$ cat src/rtl/alu_arbiter_if.sv
// Bundle between two ALU requesters, the shared ALU and the result consumer.
// slave is the arbiter side; master is the surrounding environment.
interface alu_arbiter_if;
  logic        r0_valid;
  logic        r1_valid;
  logic        r0_ready;
  logic        r1_ready;
  logic [3:0]  r0_cmd;
  logic [3:0]  r1_cmd;
  logic [31:0] r0_a;
  logic [31:0] r0_b;
  logic [31:0] r1_a;
  logic [31:0] r1_b;
  logic        r0_s;
  logic        r1_s;
  logic [3:0]  alu_cmd;
  logic [31:0] alu_in1;
  logic [31:0] alu_in2;
  logic        alu_c_in;
  logic [31:0] alu_out;
  logic [3:0]  alu_nzcv;
  logic        rsp_valid;
  logic        rsp_ready;
  logic        rsp_id;
  logic [31:0] rsp_data;
  logic [3:0]  rsp_nzcv;
  logic [3:0]  status;

  modport slave (
    input  r0_valid, r1_valid, r0_cmd, r1_cmd, r0_a, r0_b, r1_a, r1_b,
           r0_s, r1_s, alu_out, alu_nzcv, rsp_ready,
    output r0_ready, r1_ready, alu_cmd, alu_in1, alu_in2, alu_c_in,
           rsp_valid, rsp_id, rsp_data, rsp_nzcv, status
  );

  modport master (
    output r0_valid, r1_valid, r0_cmd, r1_cmd, r0_a, r0_b, r1_a, r1_b,
           r0_s, r1_s, alu_out, alu_nzcv, rsp_ready,
    input  r0_ready, r1_ready, alu_cmd, alu_in1, alu_in2, alu_c_in,
           rsp_valid, rsp_id, rsp_data, rsp_nzcv, status
  );
endinterface

$ cat src/rtl/alu_arbiter.sv
// Round-robin arbiter sharing one combinational ALU between two requesters,
// one operation in flight, with an architectural NZCV status register.
module alu_arbiter (
  input  logic         clk,
  input  logic         rst,
  alu_arbiter_if.slave bus
);
  typedef enum logic [1:0] {IDLE, EXEC, RESP} state_t;

  state_t      state;
  logic        last_grant;
  logic        id_q;
  logic        s_q;
  logic [3:0]  cmd_q;
  logic [31:0] a_q;
  logic [31:0] b_q;
  logic        rsp_valid_q;
  logic        rsp_id_q;
  logic [31:0] rsp_data_q;
  logic [3:0]  rsp_nzcv_q;
  logic [3:0]  status_q;

  logic        grant_any;
  logic        grant_id;

  // On a tie the requester not served last wins; otherwise the lone valid one.
  assign grant_any = bus.r0_valid | bus.r1_valid;
  assign grant_id  = (bus.r0_valid & bus.r1_valid) ? ~last_grant : bus.r1_valid;

  assign bus.r0_ready  = (state == IDLE) && grant_any && !grant_id;
  assign bus.r1_ready  = (state == IDLE) && grant_any && grant_id;
  assign bus.alu_cmd   = cmd_q;
  assign bus.alu_in1   = a_q;
  assign bus.alu_in2   = b_q;
  assign bus.alu_c_in  = status_q[1];
  assign bus.rsp_valid = rsp_valid_q;
  assign bus.rsp_id    = rsp_id_q;
  assign bus.rsp_data  = rsp_data_q;
  assign bus.rsp_nzcv  = rsp_nzcv_q;
  assign bus.status    = status_q;

  always_ff @(posedge clk or posedge rst) begin
    if (rst) begin
      state       <= IDLE;
      last_grant  <= 1'b1;
      id_q        <= 1'b0;
      s_q         <= 1'b0;
      cmd_q       <= '0;
      a_q         <= '0;
      b_q         <= '0;
      rsp_valid_q <= 1'b0;
      rsp_id_q    <= 1'b0;
      rsp_data_q  <= '0;
      rsp_nzcv_q  <= '0;
      status_q    <= '0;
    end else begin
      case (state)
        IDLE: begin
          if (grant_any) begin
            id_q       <= grant_id;
            last_grant <= grant_id;
            cmd_q      <= grant_id ? bus.r1_cmd : bus.r0_cmd;
            a_q        <= grant_id ? bus.r1_a   : bus.r0_a;
            b_q        <= grant_id ? bus.r1_b   : bus.r0_b;
            s_q        <= grant_id ? bus.r1_s   : bus.r0_s;
            state      <= EXEC;
          end
        end
        EXEC: begin
          rsp_data_q  <= bus.alu_out;
          rsp_nzcv_q  <= bus.alu_nzcv;
          rsp_id_q    <= id_q;
          rsp_valid_q <= 1'b1;
          if (s_q) status_q <= bus.alu_nzcv;
          state       <= RESP;
        end
        RESP: begin
          if (bus.rsp_ready) begin
            rsp_valid_q <= 1'b0;
            state       <= IDLE;
          end
        end
        default: state <= IDLE;
      endcase
    end
  end
endmodule

$ cat src/flat_wrapper.sv
// flat-port wrapper written by rule: the top's interface ports become plain ports
module alu_arbiter_flat 
  (clk, rst, bus_r0_valid, bus_r1_valid, bus_r0_cmd, bus_r1_cmd, bus_r0_a, bus_r0_b, bus_r1_a, bus_r1_b, bus_r0_s, bus_r1_s, bus_alu_out, bus_alu_nzcv, bus_rsp_ready, bus_r0_ready, bus_r1_ready, bus_alu_cmd, bus_alu_in1, bus_alu_in2, bus_alu_c_in, bus_rsp_valid, bus_rsp_id, bus_rsp_data, bus_rsp_nzcv, bus_status);
  alu_arbiter_if bus_i ();
  input  logic clk;
  input  logic rst;
  input wire logic [$bits(bus_i.r0_valid)-1:0] bus_r0_valid;
  input wire logic [$bits(bus_i.r1_valid)-1:0] bus_r1_valid;
  input wire logic [$bits(bus_i.r0_cmd)-1:0] bus_r0_cmd;
  input wire logic [$bits(bus_i.r1_cmd)-1:0] bus_r1_cmd;
  input wire logic [$bits(bus_i.r0_a)-1:0] bus_r0_a;
  input wire logic [$bits(bus_i.r0_b)-1:0] bus_r0_b;
  input wire logic [$bits(bus_i.r1_a)-1:0] bus_r1_a;
  input wire logic [$bits(bus_i.r1_b)-1:0] bus_r1_b;
  input wire logic [$bits(bus_i.r0_s)-1:0] bus_r0_s;
  input wire logic [$bits(bus_i.r1_s)-1:0] bus_r1_s;
  input wire logic [$bits(bus_i.alu_out)-1:0] bus_alu_out;
  input wire logic [$bits(bus_i.alu_nzcv)-1:0] bus_alu_nzcv;
  input wire logic [$bits(bus_i.rsp_ready)-1:0] bus_rsp_ready;
  output wire logic [$bits(bus_i.r0_ready)-1:0] bus_r0_ready;
  output wire logic [$bits(bus_i.r1_ready)-1:0] bus_r1_ready;
  output wire logic [$bits(bus_i.alu_cmd)-1:0] bus_alu_cmd;
  output wire logic [$bits(bus_i.alu_in1)-1:0] bus_alu_in1;
  output wire logic [$bits(bus_i.alu_in2)-1:0] bus_alu_in2;
  output wire logic [$bits(bus_i.alu_c_in)-1:0] bus_alu_c_in;
  output wire logic [$bits(bus_i.rsp_valid)-1:0] bus_rsp_valid;
  output wire logic [$bits(bus_i.rsp_id)-1:0] bus_rsp_id;
  output wire logic [$bits(bus_i.rsp_data)-1:0] bus_rsp_data;
  output wire logic [$bits(bus_i.rsp_nzcv)-1:0] bus_rsp_nzcv;
  output wire logic [$bits(bus_i.status)-1:0] bus_status;
  assign bus_i.r0_valid = bus_r0_valid;
  assign bus_i.r1_valid = bus_r1_valid;
  assign bus_i.r0_cmd = bus_r0_cmd;
  assign bus_i.r1_cmd = bus_r1_cmd;
  assign bus_i.r0_a = bus_r0_a;
  assign bus_i.r0_b = bus_r0_b;
  assign bus_i.r1_a = bus_r1_a;
  assign bus_i.r1_b = bus_r1_b;
  assign bus_i.r0_s = bus_r0_s;
  assign bus_i.r1_s = bus_r1_s;
  assign bus_i.alu_out = bus_alu_out;
  assign bus_i.alu_nzcv = bus_alu_nzcv;
  assign bus_i.rsp_ready = bus_rsp_ready;
  assign bus_r0_ready = bus_i.r0_ready;
  assign bus_r1_ready = bus_i.r1_ready;
  assign bus_alu_cmd = bus_i.alu_cmd;
  assign bus_alu_in1 = bus_i.alu_in1;
  assign bus_alu_in2 = bus_i.alu_in2;
  assign bus_alu_c_in = bus_i.alu_c_in;
  assign bus_rsp_valid = bus_i.rsp_valid;
  assign bus_rsp_id = bus_i.rsp_id;
  assign bus_rsp_data = bus_i.rsp_data;
  assign bus_rsp_nzcv = bus_i.rsp_nzcv;
  assign bus_status = bus_i.status;
  alu_arbiter u_core (.clk(clk), .rst(rst), .bus(bus_i));
endmodule
$ cat config.mk
export PLATFORM = sky130hd
export DESIGN_NAME = alu_arbiter_flat
export DESIGN_NICKNAME = d
export VERILOG_FILES = /design/src/rtl/alu_arbiter_if.sv /design/src/rtl/alu_arbiter.sv /design/src/flat_wrapper.sv
export SDC_FILE = /design/constraint.sdc
export NUM_CORES = 1
export LEC_CHECK = 0
export CORE_MARGIN = 1.5
export CORE_UTILIZATION = 40
export CTS_BUF_LIST = sky130_fd_sc_hd__clkbuf_4
export CTS_CLUSTER_SIZE = 10
export DETAILED_ROUTE_END_ITERATION = 8
export PLACE_DENSITY = 0.81
export SETUP_SLACK_MARGIN = 0.3
export SLEW_MARGIN = 5
export SYNTH_ARGS = -nofsm -noshare
export SYNTH_HDL_FRONTEND = slang
export SYNTH_SLANG_ARGS = --single-unit
$ cat constraint.sdc
create_clock -name clk -period 4.6 [get_ports clk]
set_input_delay 0.92 -clock clk [delete_from_list [all_inputs] [get_ports clk]]
set_output_delay 0.92 -clock clk [all_outputs]
set_load 0.01 [all_outputs]
==> results of run 1 <==
final timing paths:
kind / end / slack [ps] / from
min in group asynchronous: u_core.bus.alu_in2[24]$_DFFE_PP0P_ / 840 / rst
worst min-delay path: u_core.bus.rsp_data[21]$_DFFE_PP0N_ / 500 / u_core.bus.rsp_data[21]$_DFFE_PP0N_
worst min register to register: u_core.bus.rsp_data[21]$_DFFE_PP0N_ / 500 / u_core.bus.rsp_data[21]$_DFFE_PP0N_
worst max-delay path: bus_r1_ready / 1430 / bus_r0_valid
max in group asynchronous: u_core.bus.alu_in2[8]$_DFFE_PP0P_ / 2710 / rst
worst max register to register: u_core.bus.alu_in1[20]$_DFFE_PP0P_ / 2700 / u_core.state[0]$_DFFE_PP0P_
cells by family (layout without fill, tap and decap cells):
kind of cell	after synthesis	count (layout)
AOI/OAI and AO/OA	143	143
buffers and inverters	176	469
DFF	115	115
muxes	41	41
and+or+nand+nor	12	12
worst max-delay path, stage by stage:
cell             delay (ps)
clkdlybuf4s50_1         490
nand2_1                 120
nand3_2                  90
inv_1                    80
clkdlybuf4s50_1         550
cells in the mapped netlist:
| master | n |
|---|---|
| buf_1 | 1 |
| nor2_4 | 1 |
| mux2_2 | 22 |
| buf_6 | 2 |
| or2_1 | 1 |
| nand3_2 | 1 |
| o21ai_0 | 1 |
| dfrtp_1 | 114 |
| nor2_1 | 2 |
| mux2_1 | 9 |
| o21a_1 | 2 |
| buf_4 | 2 |
| buf_2 | 12 |
| o221ai_1 | 69 |
| clkbuf_1 | 16 |
| nand2_1 | 2 |
| mux2_4 | 10 |
| a21oi_1 | 2 |
| inv_1 | 142 |
| nand3_1 | 1 |
| clkbuf_2 | 1 |
| o21ai_1 | 69 |
| nand3b_1 | 1 |
| dfstp_2 | 1 |
| nand2b_1 | 3 |
state kept, by name, indices dropped and copies added, names as in the netlist:
name                  flops
u_core.bus.alu_cmd        4
u_core.bus.alu_in1       32
u_core.bus.alu_in2       32
u_core.bus.rsp_data      32
u_core.bus.rsp_id         1
u_core.bus.rsp_nzcv       4
u_core.bus.rsp_valid      1
u_core.bus.status         4
u_core.id_q               1
u_core.last_grant         1
u_core.s_q                1
u_core.state              2
cell usage in the layout (no fill, tap or decap), types with 3 or more instances in the layout:
master / instances
clkinv_2: 3
buf_4: 6
inv_1: 141
o221ai_1: 69
mux2_2: 22
dfrtp_1: 114
clkbuf_4: 18
clkinvlp_4: 3
clkdlybuf4s50_1: 291
mux2_1: 9
clkinv_1: 3
mux2_4: 10
o21ai_1: 69
layout make-up:
cell class / count / area [um2]
clock buffers: 18 / 135
clock inverters: 12 / 118
fillers: 982 / 4160
inverters: 142 / 536
multi-input cells: 196 / 1570
flip-flops and latches: 115 / 2880
well taps: 172 / 215
repair buffers: 297 / 2960
power by group:
group / switching, mW / total, mW / internal, mW
logic: 1.12 / 2.61 / 1.49
registers: 0.277 / 1.80 / 1.52
clock network: 0.377 / 0.691 / 0.314
routing by layer:
metal | track usage | routed length (um) | vias up
met5 | 0 | 0 | -
met3 | 0.0778 | 1310 | 24
li1 | - | - | 2213
met1 | 0.259 | 6060 | 2271
met4 | 0.0846 | 303 | 0
met2 | 0.405 | 7900 | 210
==> metrics.cfg, run 1 <==
[status]
status = complete, no violations

[sta]
finalHoldViolCount = 0
fin_ws_ps = 1430
finalCritPeriodShare = 0.688
fmax_ghz = 0.316
fin_skew_ps = 17.3
final.min_clock_period_ps = 3170
setup_viol = 0
final_max_slew_viol_count = 0
fin_tns_setup_ps = 0
worstMarginPinSlew_ps = 1020
slew-limit-headroom = 0.321
rsz0062_at_grt = false
hold-worst-slack_ps = 503

[power_and_ir_drop]
p_per_area_mw_per_mm2 = 606
leakage_nw = 3.89
vdd_drop_max_mv = 0.253
power_mw = 5.09

[synthesis]
ys_top_cells_by_area = dfrtp_1 56%, o221ai_1 12%, inv_1 10%
syn_area_mm2 = 0.00513
synth_top_family_by_area = compound AO/OA/AOI/OAI gates
ys_warn_count = 0
muxShareOfSynthArea = 0.0973
synth_largest_area_cell = dfrtp_1
synth-xor-area-share = 0
synth_area_per_cell_um2 = 10.5
synth_cells = 487
synth_compound_area_frac = 0.191
synth_fa_ha_area_frac = 0
synth-simple-area-share = 0.0144
synth_top_area_share = 0.556
syn-num-nets = 666
synthDistinctLibCells = 25
synth.yosys.seq_area_share = 0.561
synth_seq_cells = 115

[placement]
dpl_cell_area_mm2 = 0.00816
gp_congestion = 0.770
numPortBuffers = 291
dpl.cell_count = 922
dp_slack_ps = 1430
detailed_place_hpwl_mm = 11.2

[final_layout]
nNetsFinal = 948
fin_util = 0.669
drive_gt1_frac = 0.0936
final_area_mm2 = 0.00841
num_antenna_cells = 0
area_growth_pct = 63.9
final_cells = 952

[die]
die_height_um = 116
start_util = 0.408
num_rows = 41
io_pins = 292
dieArea_mm2 = 0.0135
die_x_um = 116
core_area_mm2 = 0.0126

[routing]
drt-total-wl_mm = 15.6
avgViaCountPerCell = 4.96
drcViolationCount = 0
dr_total_vias = 4718
ant_nets = 0
first_iter_violations = 278
wire_per_inst_um = 16.4
drtPass1Iterations = 4

[clock_tree]
htree_levels = 4
cts_setup_buffers = 0
clk_latency_ps = 520
cts_buffers = 17
clk_pin_slew_ps = 100
tritoncts = done
cts.sinks = 115
cts_resized = 0
holdBufCountCts = 0
cts-root-buf = clkbuf_4
cts_buffer_depth = 2

[worst_setup_path]
end_kind = primary output
cp.required_ps = 3680
crit_fanout = 3
worstSetupStartpointType = input port
worstSetupPathType = input port to primary output
cp.arrival_ps = 2250
rr_worst_depth = 4

[grt]
track_usage = 0.230
antenna_found_initial = 0
grt_pass1_vias = 4871
grt_pass1_wl_mm = 23.8
overflow = 0
grt_max_degree = 72

[hold_path]
hold_path_class = flop to flop
min_path_cells = 1

[run]
max_cap_violations = 0

(Power assumes the default switching activity.)
==> run 2, diff against run 1 <==
==> constraint.sdc (replaced) <==
create_clock -name clk -period 3.31 [get_ports clk]
set_input_delay 0.662 -clock clk [delete_from_list [all_inputs] [get_ports clk]]
set_output_delay 0.662 -clock clk [all_outputs]
set_load 0.01 [all_outputs]
==> metrics.cfg, run 2 (synthesized netlist as in run 1, its figures left out) <==
[status]
status = complete, no violations  ; unchanged

[sta]
fin_tns_setup_ps = 0  ; unchanged
worstMarginPinSlew_ps = 987  ; was 1020 ps
finalCritPeriodShare = 0.793
rsz0062_at_grt = false  ; unchanged
fmax_ghz = 0.381
fin_skew_ps = 9.61  ; was 17.3 ps
finalHoldViolCount = 0  ; unchanged
final.min_clock_period_ps = 2620
final_max_slew_viol_count = 0  ; unchanged
slew-limit-headroom = 0.342  ; was 0.321
setup_viol = 0  ; unchanged

[clock_tree]
cts_setup_buffers = 0  ; unchanged
clk_pin_slew_ps = 90  ; was 100 ps
cts_buffers = 17  ; unchanged
cts_resized = 0  ; unchanged
holdBufCountCts = 0  ; unchanged
htree_levels = 4  ; unchanged
cts-root-buf = clkbuf_4  ; unchanged
tritoncts = done  ; unchanged
cts.sinks = 115  ; unchanged
clk_latency_ps = 520  ; about the same
cts_buffer_depth = 2  ; unchanged

[routing]
drcViolationCount = 0  ; unchanged
first_iter_violations = 266  ; was 278
wire_per_inst_um = 16.4  ; about the same
avgViaCountPerCell = 4.99  ; was 4.96
drtPass1Iterations = 4  ; unchanged
ant_nets = 0  ; unchanged
drt-total-wl_mm = 15.7  ; was 15.6 mm
dr_total_vias = 4760  ; was 4718

[die]
die_height_um = 116  ; unchanged
dieArea_mm2 = 0.0135  ; unchanged
die_x_um = 116  ; unchanged
io_pins = 292  ; unchanged
start_util = 0.408  ; unchanged
num_rows = 41  ; unchanged
core_area_mm2 = 0.0126  ; unchanged

[final_layout]
area_growth_pct = 65.2  ; was 63.9%
num-fill-cells = 968  ; was 982
layout_common_cells = 291 x clkdlybuf4s50_1, 141 x inv_1, 114 x dfrtp_1, 69 x o21ai_1, 69 x o221ai_1  ; unchanged
drive_gt1_frac = 0.0946  ; was 0.0936
nNetsFinal = 948  ; unchanged
fin_util = 0.674  ; was 0.669
num_antenna_cells = 0  ; unchanged
final_common_cell = clkdlybuf4s50_1  ; unchanged

[worst_setup_path]
slowest_stage = clkdlybuf4s50_1  ; unchanged
critPathMaxStageDelay_ps = 520  ; was 550 ps
cp.required_ps = 2650  ; was 3680 ps
cp_common_cell = clkdlybuf4s50_1  ; unchanged
crit_chain = clkdlybuf4s50_1 -> nand2b_1 -> nand3_2 -> inv_1 -> clkdlybuf4s50_1  ; was clkdlybuf4s50_1 -> nand2_1 -> nand3_2 -> inv_1 -> clkdlybuf4s50_1
crit_fanout = 3  ; unchanged
cp.arrival_ps = 1960  ; was 2250 ps
worstSetupPathType = input port to primary output  ; unchanged
worstSetupStartpointType = input port  ; unchanged
end_kind = primary output  ; unchanged

[power_and_ir_drop]
vdd_drop_max_mv = 0.380  ; was 0.253 mV
seqPwrFrac = 0.347  ; was 0.353
leakage_nw = 3.92  ; was 3.89 nW
p_switching_mw = 2.48  ; was 1.77 mW
p_per_area_mw_per_mm2 = 857  ; was 606 mW/mm2
switching_share = 0.341  ; was 0.347
p_clk_frac = 0.155  ; was 0.136
comb_power_share = 0.498  ; was 0.511
p_int_mw = 4.79  ; was 3.32 mW

[grt]
overflow = 0  ; unchanged
grt_pass1_wl_mm = 23.7  ; was 23.8 mm
grt_pass1_vias = 4833  ; was 4871
grt_max_degree = 116  ; was 72
track_usage = 0.231  ; was 0.230
antenna_found_initial = 0  ; unchanged

[placement]
numPortBuffers = 291  ; unchanged
gp_congestion = 0.777  ; was 0.770
detailed_place_hpwl_mm = 11.4  ; was 11.2 mm

[hold_path]
hold_path_class = flop to flop  ; unchanged

[run]
max_cap_violations = 0  ; unchanged

run 2: changes by cell type in the layout (fill, tap and decap cells not counted):
cell	delta
buf_12	+1
bufinv_16	+2
buf_4	-1
inv_4	-1
clkinv_4	-1
clkbuf_4	+1
clkinv_1	+1
run 2: power by group through the flow:
| stage | sequential, mW | clock (mW) | combinational, mW |
|---|---|---|---|
| after floorplan | 2.79 | 0 | 1.45 |
| after global routing | 2.60 | 1.22 | 3.87 |
| final | 2.52 | 1.13 | 3.62 |
| after global placement | 2.50 | 0 | 3.58 |
| after detailed placement | 2.54 | 0 | 3.66 |
| after CTS | 2.53 | 1.16 | 3.67 |
run 2: final timing paths:
check / startpoint / end / slack (ps) / cells after the start
min in group asynchronous: rst / u_core.bus.alu_in2[16]$_DFFE_PP0P_ / 650 / 3
setup reg to reg: u_core.state[0]$_DFFE_PP0P_ / u_core.bus.alu_in2[29]$_DFFE_PP0P_ / 1380 / 4
setup / recovery: bus_r1_valid / bus_r0_ready / 690 / 5
hold / removal: u_core.id_q$_DFFE_PP0P_ / u_core.id_q$_DFFE_PP0P_ / 500 / 1
max in group asynchronous: rst / u_core.bus.alu_in2[2]$_DFFE_PP0P_ / 2150 / 3
hold reg to reg: u_core.id_q$_DFFE_PP0P_ / u_core.id_q$_DFFE_PP0P_ / 500 / 1
run 2: per-layer routing:
metal  part of all wire  global-route usage  vias up
met5                  0                   0        -
li1                   -                   -     2209
met3              0.095              0.0804       30
met4              0.023               0.102        0
met2               0.51               0.411      228
met1               0.38               0.248     2293
run 2: area by class of cell:
cell class / instances / area [um2] / share of cell area
repair buffers: 297 / 2970 / 0.350
flip-flops and latches: 115 / 2880 / 0.340
multi-input cells: 196 / 1570 / 0.185
inverters: 142 / 537 / 0.0633
well taps: 172 / 215 / 0.0254
clock inverters: 13 / 165 / 0.0195
clock buffers: 19 / 143 / 0.0168
run 2: per-stage QoR:
stage	hold slack [ps]	cell area [um2]	power, mW	cells	worst slack, ps
2_1_floorplan	464	5130	4.24	487	1250
3_3_place_gp	475	8170	6.07	922	697
3_5_place_dp	483	8170	6.20	922	682
4_1_cts	502	8480	7.36	954	619
5_1_grt	524	8480	7.70	954	584
6_report	495	8480	7.27	954	685
run 2: worst max-delay path: cells and delay by family:
kind	cells	cell delay [ps]
simple gates	2	210
buf+inv	3	1080
